`src/rtl/pwm_sine_cmd_ctrl.sv`:
```
// UART command parser and double-buffered configuration for a sine PWM datapath.
// Frames are A5 CMD DATA CHK. A valid frame writes a shadow register or reads a
// live one. Shadow values move to the live outputs at a PWM period boundary,
// or straight away while the output is disabled.
//   clk, rst_n          : clock, synchronous active-low reset
//   rx_data/rx_valid    : received bytes, one-cycle strobe
//   tx_data/tx_valid    : response bytes, held until tx_ready
//   period_end          : PWM period boundary pulse
//   phase_inc/amplitude/out_en : live configuration
//   cfg_update          : pulse when the live configuration loads
module pwm_sine_cmd_ctrl #(
  parameter int unsigned TIMEOUT = 50000
) (
  input  logic        clk,
  input  logic        rst_n,
  input  logic [7:0]  rx_data,
  input  logic        rx_valid,
  output logic [7:0]  tx_data,
  output logic        tx_valid,
  input  logic        tx_ready,
  input  logic        period_end,
  output logic [15:0] phase_inc,
  output logic [7:0]  amplitude,
  output logic        out_en,
  output logic        cfg_update
);

  localparam int unsigned CNT_W = $clog2(TIMEOUT + 1);
  localparam logic [7:0] SOF_BYTE = 8'hA5;
  localparam logic [7:0] ACK_BYTE = 8'h06;
  localparam logic [7:0] NAK_BYTE = 8'h15;

  typedef enum logic [2:0] {S_HUNT, S_GET_CMD, S_GET_DATA, S_GET_CHK, S_RESP} state_e;

  state_e             state_q, state_d;
  logic [CNT_W-1:0]   cnt_q, cnt_d;
  logic [7:0]         cmd_q, cmd_d, data_q, data_d;
  logic [7:0]         tx_data_q, tx_data_d;
  logic               tx_valid_q, tx_valid_d;
  logic               two_q, two_d;          // a read value byte follows the ACK
  logic               rd_cap_q, rd_cap_d;    // read value already sampled
  logic [7:0]         rd_val_q, rd_val_d;
  logic [15:0]        sh_phase_q, sh_phase_d, phase_q, phase_d;
  logic [7:0]         sh_amp_q, sh_amp_d, amp_q, amp_d;
  logic               sh_en_q, sh_en_d, en_q, en_d;
  logic               pending_q, pending_d;
  logic               cfg_upd_q, cfg_upd_d;
  logic               wr_en, is_wr, is_rd, chk_ok, load;
  logic [7:0]         live_sel;

  // Command decode and live register read mux
  always_comb begin
    is_wr  = (cmd_q >= 8'h01) && (cmd_q <= 8'h04);
    is_rd  = (cmd_q >= 8'h81) && (cmd_q <= 8'h84);
    chk_ok = (rx_data == (cmd_q ^ data_q));
    case (cmd_q[1:0])
      2'b01:   live_sel = phase_q[7:0];
      2'b10:   live_sel = phase_q[15:8];
      2'b11:   live_sel = amp_q;
      default: live_sel = {7'b0, en_q};
    endcase
  end

  // Parser / responder next state
  always_comb begin
    state_d    = state_q;
    cnt_d      = cnt_q;
    cmd_d      = cmd_q;
    data_d     = data_q;
    tx_data_d  = tx_data_q;
    tx_valid_d = tx_valid_q;
    two_d      = two_q;
    rd_cap_d   = rd_cap_q;
    rd_val_d   = rd_val_q;
    wr_en      = 1'b0;
    case (state_q)
      S_HUNT: begin
        cnt_d = '0;
        if (rx_valid && (rx_data == SOF_BYTE)) state_d = S_GET_CMD;
      end
      S_GET_CMD, S_GET_DATA, S_GET_CHK: begin
        if (rx_valid) begin
          cnt_d = '0;
          if (state_q == S_GET_CMD) begin
            cmd_d   = rx_data;
            state_d = S_GET_DATA;
          end else if (state_q == S_GET_DATA) begin
            data_d  = rx_data;
            state_d = S_GET_CHK;
          end else begin
            state_d    = S_RESP;
            tx_valid_d = 1'b1;
            rd_cap_d   = 1'b0;
            two_d      = 1'b0;
            if (chk_ok && is_wr) begin
              wr_en     = 1'b1;
              tx_data_d = ACK_BYTE;
            end else if (chk_ok && is_rd) begin
              two_d     = 1'b1;
              tx_data_d = ACK_BYTE;
            end else begin
              tx_data_d = NAK_BYTE;
            end
          end
        end else if (cnt_q == CNT_W'(TIMEOUT - 1)) begin
          cnt_d   = '0;
          state_d = S_HUNT;
        end else begin
          cnt_d = cnt_q + CNT_W'(1);
        end
      end
      S_RESP: begin
        // Read value is sampled in the first response cycle
        if (!rd_cap_q) begin
          rd_cap_d = 1'b1;
          rd_val_d = live_sel;
        end
        if (tx_valid_q && tx_ready) begin
          if (two_q) begin
            two_d     = 1'b0;
            tx_data_d = rd_cap_q ? rd_val_q : live_sel;
          end else begin
            tx_valid_d = 1'b0;
            state_d    = S_HUNT;
          end
        end
      end
      default: state_d = S_HUNT;
    endcase
  end

  // Shadow writes and live load; a load always takes the pre-write shadow
  always_comb begin
    sh_phase_d = sh_phase_q;
    sh_amp_d   = sh_amp_q;
    sh_en_d    = sh_en_q;
    if (wr_en) begin
      case (cmd_q[2:0])
        3'd1:    sh_phase_d[7:0]  = data_q;
        3'd2:    sh_phase_d[15:8] = data_q;
        3'd3:    sh_amp_d         = data_q;
        default: sh_en_d          = data_q[0];
      endcase
    end
    load      = pending_q && (period_end || !en_q);
    phase_d   = load ? sh_phase_q : phase_q;
    amp_d     = load ? sh_amp_q   : amp_q;
    en_d      = load ? sh_en_q    : en_q;
    pending_d = wr_en || (pending_q && !load);
    cfg_upd_d = load;
  end

  always_ff @(posedge clk) begin
    if (!rst_n) begin
      state_q    <= S_HUNT;
      cnt_q      <= '0;
      cmd_q      <= 8'h00;
      data_q     <= 8'h00;
      tx_data_q  <= 8'h00;
      tx_valid_q <= 1'b0;
      two_q      <= 1'b0;
      rd_cap_q   <= 1'b0;
      rd_val_q   <= 8'h00;
      sh_phase_q <= 16'h0100;
      sh_amp_q   <= 8'hFF;
      sh_en_q    <= 1'b0;
      phase_q    <= 16'h0100;
      amp_q      <= 8'hFF;
      en_q       <= 1'b0;
      pending_q  <= 1'b0;
      cfg_upd_q  <= 1'b0;
    end else begin
      state_q    <= state_d;
      cnt_q      <= cnt_d;
      cmd_q      <= cmd_d;
      data_q     <= data_d;
      tx_data_q  <= tx_data_d;
      tx_valid_q <= tx_valid_d;
      two_q      <= two_d;
      rd_cap_q   <= rd_cap_d;
      rd_val_q   <= rd_val_d;
      sh_phase_q <= sh_phase_d;
      sh_amp_q   <= sh_amp_d;
      sh_en_q    <= sh_en_d;
      phase_q    <= phase_d;
      amp_q      <= amp_d;
      en_q       <= en_d;
      pending_q  <= pending_d;
      cfg_upd_q  <= cfg_upd_d;
    end
  end

  assign tx_data    = tx_data_q;
  assign tx_valid   = tx_valid_q;
  assign phase_inc  = phase_q;
  assign amplitude  = amp_q;
  assign out_en     = en_q;
  assign cfg_update = cfg_upd_q;

endmodule

```
`config.mk`:
```
export PLATFORM = sky130hd
export DESIGN_NAME = pwm_sine_cmd_ctrl
export DESIGN_NICKNAME = d
export VERILOG_FILES = /design/src/rtl/pwm_sine_cmd_ctrl.sv
export SDC_FILE = /design/constraint.sdc
export NUM_CORES = 1
export LEC_CHECK = 0
export ABC_CLOCK_PERIOD_IN_PS = 2700
export CORE_ASPECT_RATIO = 0.9
export CORE_MARGIN = 4
export CORE_UTILIZATION = 47
export CTS_CLUSTER_DIAMETER = 100
export CTS_CLUSTER_SIZE = 14
export DETAILED_ROUTE_END_ITERATION = 8
export PLACE_DENSITY = 0.68
export SLEW_MARGIN = 5
export SYNTH_ARGS = -nofsm -noshare
export SYNTH_HDL_FRONTEND = slang
export SYNTH_SLANG_ARGS = --single-unit
```
`constraint.sdc`:
```
create_clock -name clk -period 2.7 [get_ports clk]
set_clock_uncertainty 0.2 [all_clocks]
set_input_delay 0.54 -clock clk [delete_from_list [all_inputs] [get_ports clk]]
set_output_delay 0.54 -clock clk [all_outputs]
set_load 0.02 [all_outputs]
```
==> qor.yml <==
logic_synthesis:
  ys_ff_latch: 106
  synth_area_per_cell_um2: 8.81
  synth-main-ff-cell: "dfxtp_1"
  synth_top_area_share_pct: 44.7
  yosysTopAreaCell: "dfxtp_1"
  synth_edf_count: 0
  synth_warnings: 0
  synth_cell_types: 59
  syn_inst: 539
  synth_area_mm2: 0.00475
  synthArstFlopShare_pct: 0
  netlist_top_cells_area: "dfxtp_1 45%, nand2_1 9.2%, mux2i_1 7.0%"
  syn-num-nets: 553
  seq_area_frac_synth_pct: 44.7
flow_run:
  drv_cap: 0
critical_path:
  crit_type: "primary input to register"
  reg2reg_from: "cmd_q[1]"
  cp_slowest_stage_delay_ns: 0.48
  cp_data_required_time_ns: 2.73
  path_max_fanout: 8
  arrival_ns: 2.33
  timing.critical_path.from: "rx_data[2]"
  crit_chain: "clkdlybuf4s50_1 > xnor3_1 > nand4_1 > nor3_4 > nand3_2 > mux2i_1"
  startpoint_type: "primary input"
  crit_path_end_kind: "register"
  slowest_stage: "clkdlybuf4s50_1"
detailed_routing:
  vias: 3843
  drt-initial-drc-count: 143
  first_pass_iters: 4
  drc: 0
  routed_via_density: 5.41
  finalWirelength_mm: 11.1
  ant_nets: 0
  wl_per_cell_um: 15.6
floorplan:
  boundaryPins: 48
  die_w_um: 114
  start_util_pct: 48.5
  die_height_um: 103
  dieArea_mm2: 0.0118
  rows: 34
  coreArea_mm2: 0.00978
pwr:
  leakage_nw: 2.19
  max-vdd-ir-drop_mv: 0.366
  power.density_mw_per_mm2: 571
sta:
  worstMarginPinSlew_ns: 0.562
  max_freq_ghz: 0.433
  finalSetupViolations: 0
  slew_violations: 0
  slew-limit-headroom_pct: 62.5
  rsz0062_at_grt: "false"
  timing.final.hold_violations: 0
  min_period_ns: 2.31
  fin_crit_sh_pct: 85.5
  fin_tns_setup_ns: 0
  whs_ns: 0.258
clock_tree:
  cts_hold_buffers: 0
  clock_latency_ns: 0.35
  cts_tree: "done"
  cts_buffers: 9
  cts.sinks: 106
  cts_setup_buffers: 0
  cts_root_buf: "clkbuf_16"
  cts_resized: 0
  clkTransAtPathRegs_ns: 0.08
  clockBufferDepth: 2
  htreeDepth: 3
grt:
  grt-ovfl-total: 0
  track_usage_pct: 19.9
  antenna_found_initial: 0
  grt_pass1_vias: 3688
  grt_pass1_wl_mm: 18.7
  grt_max_degree: 45
run_status:
  status: "completed"
finish:
  final_common_cell: "nand2_1"
  syn_to_final_growth_pct: 19.0
  layout.nets: 593
  final_cell_mix: "117 x nand2_1, 106 x dfxtp_1, 55 x nor2_1"
  drive_above_1_share_pct: 10.3
  num_antenna_cells: 0
placement:
  port_buffers: 47
  gp_congestion: 0.811
  hpwl_mm: 8.07
worst_hold_path:
  min_from: "tx_data[7]"
  hold_path_class: "register to register"
[state kept, by name, summed over array words and instances, names as in the netlist]
signal      cells
cmd_q           8
cnt_q          16
sh_en_q         1
tx_valid        1
two_q           1
phase_inc      16
sh_amp_q        8
state_q         3
data_q          8
rd_cap_q        1
out_en          1
tx_data         8
rd_val_q        8
amplitude       8
pending_q       1
cfg_update      1
sh_phase_q     16
[critical path: cells and delay by family]
kind | cells | cell delay, ns
simple gates | 3 | 0.87
mux | 1 | 0.20
buf+inv | 1 | 0.48
xor+xnor | 1 | 0.24
[worst paths after layout]
| check | endpoint | slack [ns] | cells after the start |
|---|---|---|---|
| worst max-delay path | sh_amp_q[1] | 0.39 | 6 |
| worst min-delay path | tx_data[7] | 0.26 | 2 |
| worst max register to register | sh_amp_q[1] | 0.44 | 5 |
| worst min register to register | tx_data[7] | 0.26 | 2 |
[logic make-up after synthesis]
| group | after synthesis | synth area share [%] |
|---|---|---|
| and+or+nand+nor | 241 | 24.1 |
| muxes | 41 | 9.09 |
| adders and majority gates | 1 | 0.263 |
| DFF | 106 | 44.7 |
| buffers and inverters | 45 | 4.66 |
| xor gates and xnor gates | 17 | 5.45 |
| AOI/OAI and AO/OA | 88 | 11.7 |
[metal layers]
metal | vias up | share of wire, % | track usage (%) | wire length, um
li1 | 1934 | - | - | -
met1 | 1824 | 49 | 27.9 | 5430
met2 | 72 | 45 | 31.2 | 5000
met3 | 13 | 4.8 | 3.55 | 533
met4 | 0 | 1.1 | 6.58 | 118
met5 | - | 0 | 0 | 0
[per-stage QoR]
step | std cells | cell area, um2 | power, mW | worst slack (ns) | util, %
finish | 710 | 5650 | 3.23 | 0.392 | 57.7
global route | 710 | 5650 | 3.35 | 0.269 | 57.7
floorplan | 539 | 4750 | 1.86 | 0.666 | -
global placement | 694 | 5350 | 1.94 | 0.104 | 54.6
CTS | 710 | 5650 | 3.25 | 0.379 | 57.7
detailed placement | 694 | 5350 | 1.94 | 0.00127 | 54.6
[cells in the mapped netlist, types with 3 or more instances]
cell type,n
o21ai_0,12
a21oi_1,43
xor2_1,7
clkbuf_1,22
a22oi_1,4
nor4_1,4
dfxtp_1,106
nand4_1,6
nor2_1,55
buf_2,8
mux2i_1,33
or2_2,4
nand2_1,117
o211ai_1,7
nor3_1,6
and2_1,3
nor4b_1,3
nand3_1,17
mux2_2,7
xnor3_1,8
nand3b_1,5
inv_1,7
o21a_1,3
a221o_1,5
o311a_1,4
[report_power, final]
group          internal [mW]  switching (mW)
Combinational          0.131           0.148
Sequential              1.58          0.0425
Clock                  0.663           0.661
[layout make-up]
type	count	area (um2)
multi-input combinational	388	2410
timing repair buffer	66	626
tap	126	158
sequential	106	2120
clock buffer	9	225
fill	896	4130
clock inverter	7	78.8
inverter	8	30.0
Power figures use the tool's default switching activity.
